### config.mk
export PLATFORM = sky130hd
export DESIGN_NAME = fetch_buffer
export DESIGN_NICKNAME = d
export VERILOG_FILES = /design/src/rtl/riscv_pkg.sv /design/src/rtl/fetch_slot_array.sv /design/src/rtl/fetch_buffer.sv
export SDC_FILE = /design/constraint.sdc
export NUM_CORES = 1
export LEC_CHECK = 0
export ABC_AREA = 1
export CORE_AREA = 3 3 168 170
export DETAILED_ROUTE_END_ITERATION = 8
export DIE_AREA = 0 0 171 173
export MAX_ROUTING_LAYER = met4
export PLACE_DENSITY = 0.77
export SKIP_LAST_GASP = 1
export SLEW_MARGIN = 30
export SYNTH_ARGS = -nofsm -noshare
export SYNTH_HDL_FRONTEND = slang
export SYNTH_SLANG_ARGS = --single-unit
### constraint.sdc
create_clock -name clk -period 35.9 [get_ports clk]
set_input_delay 7.18 -clock clk [delete_from_list [all_inputs] [get_ports clk]]
set_output_delay 7.18 -clock clk [all_outputs]
set_load 0.01 [all_outputs]
### src/rtl/riscv_pkg.sv
// ----------------------------------------------------------------
// riscv_pkg : shared core constants and fetch-buffer slot type
// Rev 1.0
// ----------------------------------------------------------------
`default_nettype none

package riscv_pkg;

  localparam int          XLEN      = 32;
  localparam int          FB_DEPTH  = 4;
  localparam logic [31:0] NOP_INSTR = 32'h0000_0013;

  typedef struct packed {
    logic [XLEN-1:0] pc;
    logic [XLEN-1:0] instr;
    logic            filled;
  } fb_slot_t;

endpackage

`default_nettype wire

### src/rtl/fetch_slot_array.sv
// ----------------------------------------------------------------
// fetch_slot_array : slot storage with alloc/fill/read ring pointers
// Rev 1.0
// ----------------------------------------------------------------
`default_nettype none

module fetch_slot_array
  import riscv_pkg::*;
#(
  parameter int WIDTH = XLEN,
  parameter int DEPTH = FB_DEPTH
) (
  input  logic                       clk,
  input  logic                       rst,
  input  logic                       i_clear,
  input  logic                       i_alloc,
  input  logic [WIDTH-1:0]           i_alloc_pc,
  input  logic                       i_fill,
  input  logic [WIDTH-1:0]           i_fill_data,
  input  logic                       i_pop,
  output logic                       o_head_valid,
  output logic [WIDTH-1:0]           o_head_pc,
  output logic [WIDTH-1:0]           o_head_instr,
  output logic [$clog2(DEPTH):0]     o_count
);

  localparam int PTR_W = $clog2(DEPTH);
  localparam int CNT_W = PTR_W + 1;

  fb_slot_t           r_slot [DEPTH];
  logic [DEPTH-1:0]   r_alloc;
  logic [PTR_W-1:0]   r_alloc_ptr;
  logic [PTR_W-1:0]   r_fill_ptr;
  logic [PTR_W-1:0]   r_read_ptr;
  logic [CNT_W-1:0]   r_count;
  fb_slot_t           w_head;

  always_ff @(posedge clk or posedge rst) begin
    if (rst) begin
      r_alloc     <= '0;
      r_alloc_ptr <= '0;
      r_fill_ptr  <= '0;
      r_read_ptr  <= '0;
      r_count     <= '0;
      for (int i = 0; i < DEPTH; i++) r_slot[i] <= '0;
    end else if (i_clear) begin
      r_alloc     <= '0;
      r_alloc_ptr <= '0;
      r_fill_ptr  <= '0;
      r_read_ptr  <= '0;
      r_count     <= '0;
      for (int i = 0; i < DEPTH; i++) r_slot[i].filled <= 1'b0;
    end else begin
      // alloc, fill and pop always address distinct slots, so their writes never collide
      for (int i = 0; i < DEPTH; i++) begin
        if (i_alloc && r_alloc_ptr == PTR_W'(i)) begin
          r_alloc[i]       <= 1'b1;
          r_slot[i].pc     <= XLEN'(i_alloc_pc);
          r_slot[i].filled <= 1'b0;
        end
        if (i_fill && r_fill_ptr == PTR_W'(i)) begin
          r_slot[i].instr  <= XLEN'(i_fill_data);
          r_slot[i].filled <= 1'b1;
        end
        if (i_pop && r_read_ptr == PTR_W'(i)) begin
          r_alloc[i]       <= 1'b0;
          r_slot[i].filled <= 1'b0;
        end
      end
      if (i_alloc) r_alloc_ptr <= r_alloc_ptr + PTR_W'(1);
      if (i_fill)  r_fill_ptr  <= r_fill_ptr + PTR_W'(1);
      if (i_pop)   r_read_ptr  <= r_read_ptr + PTR_W'(1);
      r_count <= r_count + CNT_W'(i_alloc) - CNT_W'(i_pop);
    end
  end

  assign w_head       = r_slot[r_read_ptr];
  assign o_head_valid = r_alloc[r_read_ptr] & w_head.filled;
  assign o_head_pc    = WIDTH'(w_head.pc);
  assign o_head_instr = WIDTH'(w_head.instr);
  assign o_count      = r_count;

endmodule

`default_nettype wire

### src/rtl/fetch_buffer.sv
// ----------------------------------------------------------------
// fetch_buffer : decouples instruction memory responses from decode
// Rev 1.0
// ----------------------------------------------------------------
`default_nettype none

module fetch_buffer
  import riscv_pkg::*;
#(
  parameter int WIDTH = XLEN,
  parameter int DEPTH = FB_DEPTH
) (
  input  logic             clk,
  input  logic             rst,
  input  logic [WIDTH-1:0] pc_i,
  output logic             pc_ready_o,
  input  logic             flush_i,
  output logic             imem_req_o,
  output logic [WIDTH-1:0] imem_addr_o,
  input  logic             imem_gnt_i,
  input  logic             imem_rvalid_i,
  input  logic [WIDTH-1:0] imem_rdata_i,
  output logic             dec_valid_o,
  input  logic             dec_ready_i,
  output logic [WIDTH-1:0] dec_instr_o,
  output logic [WIDTH-1:0] dec_pc_o
);

  localparam int CNT_W = $clog2(DEPTH) + 1;

  logic [CNT_W-1:0] r_outst;
  logic [CNT_W-1:0] r_drop;
  logic [WIDTH-1:0] r_last_pc;

  logic [CNT_W-1:0] w_count;
  logic [CNT_W:0]   w_occ;
  logic [CNT_W:0]   w_pend;
  logic [CNT_W:0]   w_flush_drop;
  logic             w_req;
  logic             w_grant;
  logic             w_fill;
  logic             w_pop;
  logic             w_head_valid;
  logic [WIDTH-1:0] w_head_pc;
  logic [WIDTH-1:0] w_head_instr;

  // Stale responses still owed by memory count against capacity until they drain
  assign w_occ   = {1'b0, w_count} + {1'b0, r_drop};
  assign w_req   = !rst && !flush_i && (w_occ < (CNT_W+1)'(DEPTH));
  assign w_grant = w_req & imem_gnt_i;
  assign w_fill  = imem_rvalid_i && !flush_i && (r_drop == '0) && (r_outst != '0);
  assign w_pop   = w_head_valid & dec_ready_i & !flush_i;

  // Oldest responses belong to the drop group, so a coincident rvalid retires one of them
  assign w_pend       = {1'b0, r_drop} + {1'b0, r_outst};
  assign w_flush_drop = (imem_rvalid_i && w_pend != '0) ? w_pend - (CNT_W+1)'(1) : w_pend;

  always_ff @(posedge clk or posedge rst) begin
    if (rst) begin
      r_outst   <= '0;
      r_drop    <= '0;
      r_last_pc <= '0;
    end else begin
      if (w_head_valid) r_last_pc <= w_head_pc;
      if (flush_i) begin
        r_outst <= '0;
        r_drop  <= CNT_W'(w_flush_drop);
      end else begin
        r_outst <= r_outst + CNT_W'(w_grant) - CNT_W'(w_fill);
        if (imem_rvalid_i && r_drop != '0) r_drop <= r_drop - CNT_W'(1);
      end
    end
  end

  fetch_slot_array #(
    .WIDTH (WIDTH),
    .DEPTH (DEPTH)
  ) u_slots (
    .clk          (clk),
    .rst          (rst),
    .i_clear      (flush_i),
    .i_alloc      (w_grant),
    .i_alloc_pc   (pc_i),
    .i_fill       (w_fill),
    .i_fill_data  (imem_rdata_i),
    .i_pop        (w_pop),
    .o_head_valid (w_head_valid),
    .o_head_pc    (w_head_pc),
    .o_head_instr (w_head_instr),
    .o_count      (w_count)
  );

  assign imem_req_o  = w_req;
  assign imem_addr_o = pc_i;
  assign pc_ready_o  = w_grant;
  assign dec_valid_o = w_head_valid;
  assign dec_instr_o = w_head_valid ? w_head_instr : WIDTH'(NOP_INSTR);
  assign dec_pc_o    = w_head_valid ? w_head_pc : r_last_pc;

endmodule

`default_nettype wire

# Word level (Yosys, flattened, before mapping)
# Cells that the tools add are included.
[totals]
register_bits = 311
inputBits = 70
elab_cells = 143
[classes]
n_addsub = 11
n_lt_le_gt_ge = 3
eq_ne = 9
mux = 43
bitwise = 6
n_reduce_logical = 48
[ops]
columns = ["op", "n"]
rows = [
  ["$bmux 65 s2", 1],
  ["$mux 65", 2],
  ["$mux 32", 2],
  ["$mux 1", 25],
  ["$reduce_bool 4->1", 5],
  ["$logic_and 1x1->1", 19],
  ["$reduce_bool 3->1", 6],
  ["$reduce_and 2->1", 8],
  ["$mux 3", 5],
  ["$eq 2x2->1 const B", 6],
  ["$mux 2", 6],
  ["$add 3x3->4", 2],
  ["$reduce_bool 2->1", 4],
  ["$add 2x1->2 const B", 3],
  ["$add 3x1->3", 2],
  ["$eq 2x1->1 const B", 3],
  ["$logic_not 2->1", 3],
  ["$sub 3x1->3", 2],
  ["$sub 3x1->3 const B", 2],
  ["$and 1x1->1", 4],
  ["$lt 4x3->1 const B", 1],
  ["$mux 4", 1],
  ["$ge 3x3->1 const B", 1],
  ["$logic_not 3->1", 1],
  ["5 further kinds", 6],
]

# Logic depth before layout (Yosys ltp)
# Gate-level depths: netlist of the first run.
[depth]
depth_word = 10
ltp_mapped = 15
mapped_depth_nobuf = 14

# Hierarchy
# From an unflattened synthesis of the first run, not the netlist that was laid out.
[unflattened]
cells_unflattened = 1808
area_unflattened_um2 = 15359.7
[by_module_without_submodules]
columns = ["module", "n_inst", "cells_each", "area_per_inst_um2"]
rows = [
  ["fetch_slot_array", 1, 1490, 13003.7],
  ["fetch_buffer", 1, 318, 2356.0],
]

# Least setup slack after synthesis of the first run
# OpenSTA, ideal clock, no wires.
[synth_timing]
path_type = "input to output"
from = "input port rst"
to = "output port pc_ready_o"
arrival_ps = 15145
required_time_ps = 28720
slack_ps = 13575
path_stages = 5
path_buffers = 0
path_cell_list = "inv_1 > nand3_1 > nor2_4 > nand2_1 > inv_1"
[synth_via]
elab_chain_len = 4
[synth_rtl]
columns = ["element", "line", "source"]
rows = [
  ["start: declaration", "fetch_buffer.sv:14", "input logic rst,"],
  ["$logic_not 1->1 (no source line)", "-", ""],
  ["$logic_and 1x1->1 (2 in a row)", "fetch_buffer.sv:49", "assign w_req = !rst && !flush_i && (w_occ < (CNT_W+1)'(DEPTH));"],
  ["named net imem_req_o", "fetch_buffer.sv:18", "output logic imem_req_o,"],
  ["$and 1x1->1", "fetch_buffer.sv:50", "assign w_grant = w_req & imem_gnt_i;"],
  ["end: declaration", "fetch_buffer.sv:16", "output logic pc_ready_o,"],
]
# The timed path passes the listed nets, and every way through them passes these cells.

# Worst setup path in the final report of the first run
[layout_timing]
from = "input port rst"
to = "output port pc_ready_o"
[layout_via]
elab_chain_len = 4
[layout_rtl]
columns = ["element", "line"]
rows = [
  ["$logic_not 1->1 (no source line)", "-"],
  ["$logic_and 1x1->1 (2 in a row)", "fetch_buffer.sv:49"],
  ["$and 1x1->1", "fetch_buffer.sv:50"],
]
# Every way passes these cells.

==> results of run 1 <==
through the flow:
| stage | cell area (um^2) | utilization |
|---|---|---|
| global route | 17200 | 0.640 |
| CTS | 17200 | 0.639 |
| detailed placement | 16000 | 0.596 |
| global placement | 16000 | 0.595 |
| floorplan | 14600 | - |
| finish | 17200 | 0.640 |
logic make-up (layout without fill, tap and decap cells):
group	after synthesis	in the layout
xor+xnor	4	4
fa+ha+maj	27	27
flops	311	311
compound gates	431	431
buf+inv	286	393
simple gates	664	664
critical path: stages:
cell                              delay, ps
sky130_fd_sc_hd__clkdlybuf4s50_1        500
sky130_fd_sc_hd__inv_8                  590
sky130_fd_sc_hd__nand3_1                240
sky130_fd_sc_hd__nor2_4                 210
sky130_fd_sc_hd__nand2_1                100
sky130_fd_sc_hd__inv_1                  150
sky130_fd_sc_hd__clkdlybuf4s50_1        560
power by group through the flow:
stage | registers [mW] | clock network, mW | logic, mW
after floorplan | 0.421 | 0 | 0.0897
after global placement | 0.424 | 0 | 0.119
after detailed placement | 0.427 | 0 | 0.124
after CTS | 0.421 | 0.362 | 0.126
after global routing | 0.426 | 0.378 | 0.146
final | 0.422 | 0.355 | 0.125
registers in the layout, indices dropped and copies added, names as in the netlist, 3 cells and up:
register         count
u_slots.r_slot     260
r_last_pc           32
u_slots.r_alloc      4
r_drop               3
r_outst              3
u_slots.o_count      3
metal layers:
layer / part of all wire / GRT usage / vias up
met3: 0.058 / 0.0329 / 50
met1: 0.45 / 0.338 / 5637
met5: 0 / - / -
met4: 0.016 / 0.0657 / 0
li1: - / - / 5690
met2: 0.48 / 0.372 / 394
final cells by class:
cell class	count	area (um^2)	area share
sequential	311	7790	0.453
clock buffer	52	1060	0.0618
multi-input combinational	1126	5420	0.315
timing repair buffer	183	1830	0.106
clock inverter	10	103	0.00597
tap	341	427	0.0248
inverter	148	566	0.0329
how the worst max path moves through the flow:
stage          startpoint          to  slack (ps)  cells after the start
6_report              rst  pc_ready_o       19170                      7
3_5_place_dp          rst  pc_ready_o       19060                      7
3_3_place_gp          rst  pc_ready_o       19120                      7
2_1_floorplan         rst  pc_ready_o       13570                      5
4_1_cts               rst  pc_ready_o       19060                      7
5_1_grt               rst  pc_ready_o       18890                      7
cells in the final DEF (no fill, tap or decap), types with 3 or more instances in the layout:
master                              n
sky130_fd_sc_hd__a31oi_1           32
sky130_fd_sc_hd__dfrtp_1          309
sky130_fd_sc_hd__ha_1              24
sky130_fd_sc_hd__clkbuf_8           8
sky130_fd_sc_hd__fa_1               3
sky130_fd_sc_hd__inv_1            138
sky130_fd_sc_hd__clkdlybuf4s50_1  168
sky130_fd_sc_hd__inv_2              7
sky130_fd_sc_hd__nand2_1          467
sky130_fd_sc_hd__nand3_1           25
sky130_fd_sc_hd__o21ai_0          188
sky130_fd_sc_hd__o211ai_1          31
sky130_fd_sc_hd__o221ai_1           3
sky130_fd_sc_hd__nand3_2            7
sky130_fd_sc_hd__buf_4             12
sky130_fd_sc_hd__clkbuf_1           7
sky130_fd_sc_hd__clkbuf_16         37
sky130_fd_sc_hd__clkinv_2           7
sky130_fd_sc_hd__o21ai_1           72
sky130_fd_sc_hd__nor2_1           162
sky130_fd_sc_hd__a21oi_1           66
sky130_fd_sc_hd__xor2_1             3
sky130_fd_sc_hd__o21ai_2           38
==> insert_results.sql, run 1 <==
INSERT INTO impl_metrics (metric_group, metric, value, unit) VALUES
('power_and_ir_drop', 'internal_power', '0.669', 'mW'),
('layout', 'antenna-diode-count', '0', ''),
('critical_path', 'endpoint_kind', 'output pin', ''),
('yosys', 'syn_area', '0.0146', 'mm^2'),
('power_and_ir_drop', 'power.total', '0.902', 'mW'),
('yosys', 'synth_top_cell_by_area', 'sky130_fd_sc_hd__dfrtp_1', ''),
('yosys', 'synth_area_in_simple_gates', '0.177', ''),
('yosys', 'synth_area_leaders', 'sky130_fd_sc_hd__dfrtp_1 53%, sky130_fd_sc_hd__nand2_1 12%, sky130_fd_sc_hd__o21ai_0 6.4%', ''),
('critical_path', 'reg2reg_from', 'u_slots.r_read_ptr[1]', ''),
('sta', 'final.setup_skew', '17.9', 'ps'),
('die', 'die_area', '0.0296', 'mm^2'),
('power_and_ir_drop', 'vdd.ir_drop.worst', '0.0000263', 'V'),
('yosys', 'async_reset_ff_frac', '1.00', ''),
('clocking', 'post-cts-setup-buffers', '0', ''),
('placed_design', 'post-dp-hpwl', '19.8', 'mm'),
('yosys', 'synth.mux.area_fraction', '0', ''),
('status', 'outcome', 'completed', ''),
('yosys', 'yosys.area_share.adder', '0.0246', ''),
('yosys', 'synth_xor_xnor_area_share', '0.00240', ''),
('die', 'die_width', '171', 'um'),
('clocking', 'cts.sink_count', '311', ''),
('clocking', 'resize_count_post_cts', '0', ''),
('power_and_ir_drop', 'comb_power_share', '0.139', ''),
('die', 'core_area', '0.0269', 'mm^2'),
('hold_path', 'min_path_cells', '2', ''),
('yosys', 'number_of_warnings_issued_by_yosys', '0', ''),
('clocking', 'cts-hold-fix-buffers', '0', ''),
('placed_design', 'gp_routability_congestion', '0.806', ''),
('global_routing', 'gr-usage-all-layers', '0.241', ''),
('critical_path', 'critical_path.startpoint_type', 'primary input', ''),
('placed_design', 'placed_cells', '2108', ''),
('detailed_routing', 'vias_per_cell', '5.42', ''),
('clocking', 'clk_pin_slew_worst_paths', '60', 'ps'),
('critical_path', 'cp.arrival', '9550', 'ps'),
('sta', 'final_period_minus_worst_setup_slack', '16730', 'ps'),
('layout', 'post_synthesis_to_final_layout_area_growth', '17.6', '%'),
('yosys', 'post-synth-top-count-cell', 'sky130_fd_sc_hd__nand2_1', ''),
('clocking', 'cts_root_buffer', 'sky130_fd_sc_hd__clkbuf_16', ''),
('placed_design', 'io_buffers', '168', ''),
('clocking', 'worstSkewPairLatency', '510', 'ps'),
('clocking', 'cts_tree', 'built', ''),
('global_routing', 'grt_max_degree', '191', ''),
('placed_design', 'worst_case_setup_slack_after_placement', '19060', 'ps'),
('yosys', 'synth_seq_area_share', '0.532', ''),
('sta', 'final.hold.worst_slack', '471', 'ps'),
('die', 'die_height', '173', 'um'),
('sta', 'rsz0062_at_grt', 'false', ''),
('yosys', 'synthesis.instances', '1723', ''),
('detailed_routing', 'routed_wire_length_per_instance', '16.0', 'um'),
('critical_path', 'r2r.worst_path.cells', '14', ''),
('critical_path', 'critical_path_required', '28720', 'ps'),
('detailed_routing', 'drtIter0Drc', '1091', ''),
('sta', 'fin_ws', '19170', 'ps'),
('global_routing', 'grt_overflow_total', '0', ''),
('die', 'initial_core_util', '0.544', ''),
('critical_path', 'crit_path_max_fanout', '123', ''),
('detailed_routing', 'dr_total_vias', '11800', ''),
('yosys', 'synth_compound_gate_area_share', '0.166', ''),
('sta', 'worstMarginPinSlew', '862', 'ps'),
('layout', 'post_route_cells_drive_above_1_share', '0.0699', ''),
('yosys', 'netlist_top_cells_count', '467 x sky130_fd_sc_hd__nand2_1, 311 x sky130_fd_sc_hd__dfrtp_1, 188 x sky130_fd_sc_hd__o21ai_0', ''),
('layout', 'final_net_count', '1902', ''),
('detailed_routing', 'drtAntennaViolNets', '0', ''),
('detailed_routing', 'drt_first_pass_iters', '7', ''),
('sta', 'finalSetupTns', '0', 'ps'),
('critical_path', 'regToRegSetupSlack', '32090', 'ps'),
('die', 'fp-row-count', '60', ''),
('clocking', 'cts_buffers', '35', ''),
('yosys', 'post_synth.cell_area_avg', '8.49', 'um^2'),
('clocking', 'ctsHtreeMaxLevel', '2', ''),
('yosys', 'synthDominantCellAreaShare', '0.532', '');
Note: power is estimated with default switching activity, not from simulation.
==> inputs of run 2 (changes only) <==
==> constraint.sdc (replaced) <==
create_clock -name clk -period 15.7 [get_ports clk]
set_input_delay 3.14 -clock clk [delete_from_list [all_inputs] [get_ports clk]]
set_output_delay 3.14 -clock clk [all_outputs]
set_load 0.01 [all_outputs]
==> insert_results.sql, run 2 (same netlist as run 1, synthesis figures left out) <==
INSERT INTO impl_metrics (metric_group, metric, value, unit) VALUES
('detailed_routing', 'drc_errors', '0', ''),
('sta', 'report.final.slew_viol_count', '0', ''),
('sta', 'report.final.setup_viol', '0', ''),
('die', 'initial_core_util', '0.544', ''),
('clocking', 'cts_buffers', '34', ''),
('clocking', 'ctsHtreeMaxLevel', '2', ''),
('global_routing', 'vias_in_the_first_global_route', '11500', ''),
('clocking', 'cts.sink_count', '311', ''),
('clocking', 'ctsLongestPathBuffers', '3', ''),
('critical_path', 'crit_path_max_fanout', '15', ''),
('layout', 'largest_register', 'u_slots.r_slot', ''),
('detailed_routing', 'drt-met1-wl', '15.1', 'mm'),
('detailed_routing', 'drt_first_pass_iters', '5', ''),
('clocking', 'cts_tree', 'built', ''),
('global_routing', 'global_route_wire_length_before_repair', '56.8', 'mm'),
('clocking', 'cts-hold-fix-buffers', '0', ''),
('detailed_routing', 'routed-wl-met2', '16.6', 'mm'),
('power_and_ir_drop', 'power.total', '2.04', 'mW'),
('placed_design', 'io_buffers', '168', ''),
('detailed_routing', 'routed_wl', '34.4', 'mm'),
('flow_run', 'drv.max_cap_violation_count', '0', ''),
('status', 'outcome', 'completed', ''),
('sta', 'max_freq', '117', 'MHz'),
('layout', 'multi_input_area', '0.00542', 'mm^2'),
('layout', 'design_area', '0.0171', 'mm^2'),
('power_and_ir_drop', 'power.density', '119', 'mW/mm^2'),
('clocking', 'post-cts-setup-buffers', '0', ''),
('sta', 'finalSetupTns', '0', 'ps'),
('sta', 'worstMarginPinSlew', '972', 'ps'),
('die', 'die_area', '0.0296', 'mm^2'),
('clocking', 'cts_root_buffer', 'sky130_fd_sc_hd__clkbuf_16', ''),
('clocking', 'worstSkewPairLatency', '510', 'ps'),
('sta', 'final.hold.worst_slack', '475', 'ps'),
('global_routing', 'grt_max_degree', '173', ''),
('layout', 'postLayoutCoreUtil', '0.638', ''),
('detailed_routing', 'top_signal_layer_used', 'met4', ''),
('layout', 'largest_reg_flops', '260', ''),
('critical_path', 'crit_chain', 'clkdlybuf4s50_1 > inv_2 > nand3_1 > nor2_4 > nand2_1 > inv_1 > clkdlybuf4s50_1', ''),
('die', 'fp-row-count', '60', ''),
('global_routing', 'grt_overflow_total', '0', ''),
('critical_path', 'cp.arrival', '5420', 'ps'),
('die', 'top_level_ports', '169', ''),
('clocking', 'clk_pin_slew_worst_paths', '60', 'ps'),
('detailed_routing', 'routed_wire_length_per_instance', '15.9', 'um'),
('layout', 'leading_cell_type_in_the_layout_fill_and_taps_excluded', 'sky130_fd_sc_hd__nand2_1', ''),
('sta', 'min_period_over_period', '0.545', ''),
('sta', 'final_period_minus_worst_setup_slack', '8560', 'ps'),
('detailed_routing', 'vias_per_cell', '5.41', ''),
('critical_path', 'setup.worst_path.class', 'in -> out', ''),
('critical_path', 'endpoint_kind', 'output pin', ''),
('critical_path', 'slowest_delay', '710', 'ps'),
('layout', 'post_route_cells_drive_above_1_share', '0.0690', ''),
('layout', 'largestRegisters', 'u_slots.r_slot: 260 flops, r_last_pc: 32 flops, u_slots.r_alloc: 4 flops', ''),
('layout', 'final_cell_mix', '467 x sky130_fd_sc_hd__nand2_1, 309 x sky130_fd_sc_hd__dfrtp_1, 188 x sky130_fd_sc_hd__o21ai_0, 168 x sky130_fd_sc_hd__clkdlybuf4s50_1, 162 x sky130_fd_sc_hd__nor2_1', ''),
('sta', 'hold_viol_final', '0', ''),
('die', 'die_width', '171', 'um'),
('detailed_routing', 'met3_wirelength', '2.01', 'mm'),
('detailed_routing', 'dr_total_vias', '11700', ''),
('detailed_routing', 'drtIter0Drc', '1112', ''),
('layout', 'ff_latch_area', '0.00779', 'mm^2'),
('hold_path', 'hold_path_class', 'reg -> reg', ''),
('power_and_ir_drop', 'vdd.ir_drop.worst', '0.0000814', 'V'),
('placed_design', 'gp_routability_congestion', '0.816', ''),
('layout', 'final_net_count', '1899', ''),
('placed_design', 'post-dp-hpwl', '19.8', 'mm'),
('sta', 'final.setup_skew', '18.4', 'ps'),
('critical_path', 'critical_path.startpoint_type', 'primary input', ''),
('global_routing', 'gr-usage-all-layers', '0.237', ''),
('die', 'core_area', '0.0269', 'mm^2'),
('placed_design', 'dpl-instance-area', '0.0160', 'mm^2'),
('sta', 'timing.slew.headroom', '0.352', ''),
('critical_path', 'critical_path_required', '12560', 'ps'),
('layout', 'post_synthesis_to_final_layout_area_growth', '17.2', '%'),
('critical_path', 'worst_path_max_delay_cell', 'sky130_fd_sc_hd__clkdlybuf4s50_1', ''),
('global_routing', 'antenna_found_initial', '1', ''),
('sta', 'rsz0062_at_grt', 'false', ''),
('critical_path', 'critPathMostFrequentCell', 'sky130_fd_sc_hd__clkdlybuf4s50_1', ''),
('power_and_ir_drop', 'p_leak', '8.08', 'nW'),
('layout', 'final.fill_count', '2208', ''),
('detailed_routing', 'drtAntennaViolNets', '0', ''),
('clocking', 'resize_count_post_cts', '0', ''),
('die', 'die_height', '173', 'um');
-- run 2: cell type report --
class / count / area share
flip-flops and latches: 311 / 0.455
clock inverters: 12 / 0.00701
repair buffers: 181 / 0.106
diodes: 1 / 0.000146
well taps: 341 / 0.0249
inverters: 148 / 0.0334
clock buffers: 47 / 0.0578
multi-input cells: 1126 / 0.316
-- run 2: layer usage --
metal | up-vias | track usage
met3 | 69 | 0.0343
met2 | 370 | 0.383
met1 | 5599 | 0.316
li1 | 5676 | -
met5 | - | -
met4 | 0 | 0.0654
-- run 2: final timing paths --
check                           cells after the start  slack [ps]                  end                  start
worst max register to register                     16       11130   u_slots.o_count[2]  u_slots.r_read_ptr[0]
max in group asynchronous                           4       11160    u_slots.r_slot[1]                    rst
worst min-delay path                                2         480  u_slots.r_slot[247]    u_slots.r_slot[247]
worst max-delay path                                7        7140           pc_ready_o                flush_i
worst min register to register                      2         480  u_slots.r_slot[247]    u_slots.r_slot[247]
min in group asynchronous                           2        3140   u_slots.o_count[2]                    rst
-- run 2: where the power goes --
part	internal (mW)	switching, mW	total (mW)
clock	0.474	0.315	0.790
combinational	0.119	0.169	0.288
sequential	0.912	0.0543	0.966
total	1.51	0.539	2.04
-- run 2: critical path: cells and delay by family --
kind | cells | cell delay, ps
buf+inv | 4 | 1780
simple gates | 3 | 480
-- run 2: stage by stage --
step / cells / worst slack (ps)
global placement: 2106 / 6910
global route: 2167 / 6910
detailed placement: 2106 / 6850
finish: 2167 / 7140
floorplan: 1723 / 1450
CTS: 2165 / 6850
==> inputs of run 3 (changes only) <==
==> constraint.sdc (replaced) <==
create_clock -name clk -period 8 [get_ports clk]
set_input_delay 1.6 -clock clk [delete_from_list [all_inputs] [get_ports clk]]
set_output_delay 1.6 -clock clk [all_outputs]
set_load 0.01 [all_outputs]
==> insert_results.sql, run 3 (same netlist as run 1, synthesis figures left out) <==
INSERT INTO impl_metrics (metric_group, metric, value, unit) VALUES
('status', 'outcome', 'completed', ''),
('global_routing', 'grt_busiest_layer', 'met2', ''),
('clocking', 'cts_root_buffer', 'sky130_fd_sc_hd__clkbuf_16', ''),
('critical_path', 'setup.worst_path.class', 'reg -> out', ''),
('critical_path', 'r2r.worst_path.cells', '15', ''),
('global_routing', 'antenna_found_initial', '0', ''),
('critical_path', 'endpoint_kind', 'output pin', ''),
('global_routing', 'global_route_wire_length_before_repair', '57.9', 'mm'),
('sta', 'final.setup_skew', '25.8', 'ps'),
('power_and_ir_drop', 'power.density', '237', 'mW/mm^2'),
('critical_path', 'critPathTopFamily', 'buffers and inverters', ''),
('layout', 'multi_input_area', '0.00542', 'mm^2'),
('die', 'top_level_ports', '169', ''),
('power_and_ir_drop', 'vdd.ir_drop.worst', '0.000155', 'V'),
('detailed_routing', 'drc_errors', '0', ''),
('die', 'die_height', '173', 'um'),
('global_routing', 'vias_in_the_first_global_route', '11600', ''),
('detailed_routing', 'drt_first_pass_iters', '5', ''),
('die', 'die_width', '171', 'um'),
('clocking', 'post-cts-setup-buffers', '0', ''),
('detailed_routing', 'drtIter0Drc', '1012', ''),
('critical_path', 'crit-reg2reg-capture', 'u_slots.o_count[2]', ''),
('clocking', 'resize_count_post_cts', '0', ''),
('clocking', 'cts_tree', 'built', ''),
('layout', 'ff_latch_area', '0.00779', 'mm^2'),
('clocking', 'worstSkewPairLatency', '510', 'ps'),
('critical_path', 'reg2reg_from', 'u_slots.r_read_ptr[0]', ''),
('critical_path', 'critPathMostFrequentCell', 'sky130_fd_sc_hd__nand3_1', ''),
('die', 'fp-row-count', '60', ''),
('placed_design', 'io_buffers', '168', ''),
('critical_path', 'crit_path_max_fanout', '70', ''),
('clocking', 'cts.sink_count', '311', ''),
('detailed_routing', 'routed_wl', '34.9', 'mm'),
('sta', 'report.final.setup_viol', '0', ''),
('sta', 'min_period_over_period', '0.753', ''),
('global_routing', 'gr-usage-all-layers', '0.242', ''),
('sta', 'rsz0062_at_grt', 'false', ''),
('die', 'initial_core_util', '0.544', ''),
('placed_design', 'gp_routability_congestion', '0.794', ''),
('critical_path', 'crit_chain', 'clkinv_2 > nand3_1 > nand3_1 > nand2_1 > buf_4 > inv_4 > a31oi_1 > clkdlybuf4s50_1', ''),
('clocking', 'clk_pin_slew_worst_paths', '60', 'ps'),
('hold_path', 'hold_start', 'u_slots.r_slot[250]', ''),
('global_routing', 'grt.met2_usage', '0.388', ''),
('critical_path', 'critical_path.startpoint_type', 'flop', ''),
('placed_design', 'post-dp-hpwl', '21.0', 'mm'),
('layout', 'largest_register', 'u_slots.r_slot', ''),
('detailed_routing', 'vias_per_cell', '5.48', ''),
('detailed_routing', 'dr_total_vias', '11900', ''),
('layout', 'largest_reg_flops', '260', ''),
('layout', 'final_cell_mix', '466 x sky130_fd_sc_hd__nand2_1, 309 x sky130_fd_sc_hd__dfrtp_1, 188 x sky130_fd_sc_hd__o21ai_0, 168 x sky130_fd_sc_hd__clkdlybuf4s50_1, 162 x sky130_fd_sc_hd__nor2_1', ''),
('hold_path', 'hold_path_end', 'u_slots.r_slot[250]', ''),
('hold_path', 'min_path_cells', '2', ''),
('detailed_routing', 'routed_wire_length_per_instance', '16.1', 'um'),
('layout', 'post_synthesis_to_final_layout_area_growth', '17.2', '%'),
('global_routing', 'use_met3', '0.0361', ''),
('hold_path', 'hold_path_class', 'reg -> reg', ''),
('die', 'core_area', '0.0269', 'mm^2'),
('clocking', 'cts-hold-fix-buffers', '0', ''),
('critical_path', 'worst_path_max_delay_cell', 'sky130_fd_sc_hd__clkinv_2', ''),
('critical_path', 'worst-path-buf-inv', '4', ''),
('sta', 'hold_viol_final', '0', ''),
('layout', 'postLayoutCoreUtil', '0.638', ''),
('global_routing', 'met1_layer_usage_reported_by_global_route', '0.327', ''),
('die', 'die_area', '0.0296', 'mm^2'),
('power_and_ir_drop', 'p_leak', '8.08', 'nW'),
('clocking', 'ctsHtreeMaxLevel', '2', ''),
('layout', 'final.fill_count', '2247', ''),
('sta', 'report.final.slew_viol_count', '0', ''),
('sta', 'finalSetupTns', '0', 'ps'),
('layout', 'leading_cell_type_in_the_layout_fill_and_taps_excluded', 'sky130_fd_sc_hd__nand2_1', ''),
('critical_path', 'critical_path_required', '6400', 'ps'),
('detailed_routing', 'drtAntennaViolNets', '0', ''),
('sta', 'timing.slew.headroom', '0.433', ''),
('layout', 'antenna-diode-count', '0', ''),
('critical_path', 'slowest_delay', '860', 'ps'),
('critical_path', 'cp.arrival', '4420', 'ps'),
('layout', 'post_route_cells_drive_above_1_share', '0.0690', ''),
('global_routing', 'grt_max_degree', '85', ''),
('clocking', 'cts_buffers', '34', ''),
('critical_path', 'regToRegSetupSlack', '3410', 'ps'),
('layout', 'final_net_count', '1900', ''),
('flow_run', 'drv.max_cap_violation_count', '0', ''),
('sta', 'final_period_minus_worst_setup_slack', '6020', 'ps'),
('clocking', 'ctsLongestPathBuffers', '3', ''),
('sta', 'worstMarginPinSlew', '849', 'ps'),
('layout', 'largestRegisters', 'u_slots.r_slot: 260 flops, r_last_pc: 32 flops, u_slots.r_alloc: 4 flops', ''),
('sta', 'max_freq', '166', 'MHz'),
('global_routing', 'grt_overflow_total', '0', '');
run 3: per-layer routing:
metal,vias to the layer above,part of all wire,routed length (um)
met5,-,0,0
met3,68,0.064,2230
met4,0,0.021,720
li1,5673,-,-
met2,406,0.48,16800
met1,5730,0.43,15100
run 3: metrics by stage:
step	power [mW]	cell area, um^2	setup WS (ps)	hold slack [ps]	cells
5_1_grt	4.28	17100	1550	489	2168
3_5_place_dp	2.49	16000	2570	460	2108
3_3_place_gp	2.46	16000	2440	456	2108
2_1_floorplan	2.29	14600	-566	444	1723
4_1_cts	4.09	17100	2110	476	2168
6_report	4.07	17100	1980	473	2168
run 3: final cells by class:
type                            instances  area share
Multi-Input combinational cell       1126       0.316
Inverter                              148      0.0330
Sequential cell                       311       0.454
Clock inverter                         12      0.0100
Tap cell                              341      0.0249
Clock buffer                           48      0.0563
Timing Repair Buffer                  182       0.105
run 3: worst min-delay path: cells and delay by family (launching register included):
kind | cells | cell delay [ps]
simple gates | 2 | 100
flops | 1 | 340
run 3: worst max path at each step:
stage | from | end | depth (start not counted)
after CTS | u_slots.r_read_ptr[0] | dec_pc_o[31] | 9
after detailed placement | flush_i | pc_ready_o | 7
after floorplan | rst | pc_ready_o | 5
after global routing | u_slots.r_read_ptr[0] | dec_pc_o[24] | 8
final | u_slots.r_read_ptr[0] | dec_pc_o[31] | 8
after global placement | u_slots.r_read_ptr[0] | dec_instr_o[4] | 8
run 3: where the power goes:
group / switching, mW / internal, mW
clock network: 0.619 / 0.973
logic: 0.346 / 0.233
registers: 0.106 / 1.79
total: 1.07 / 2.99
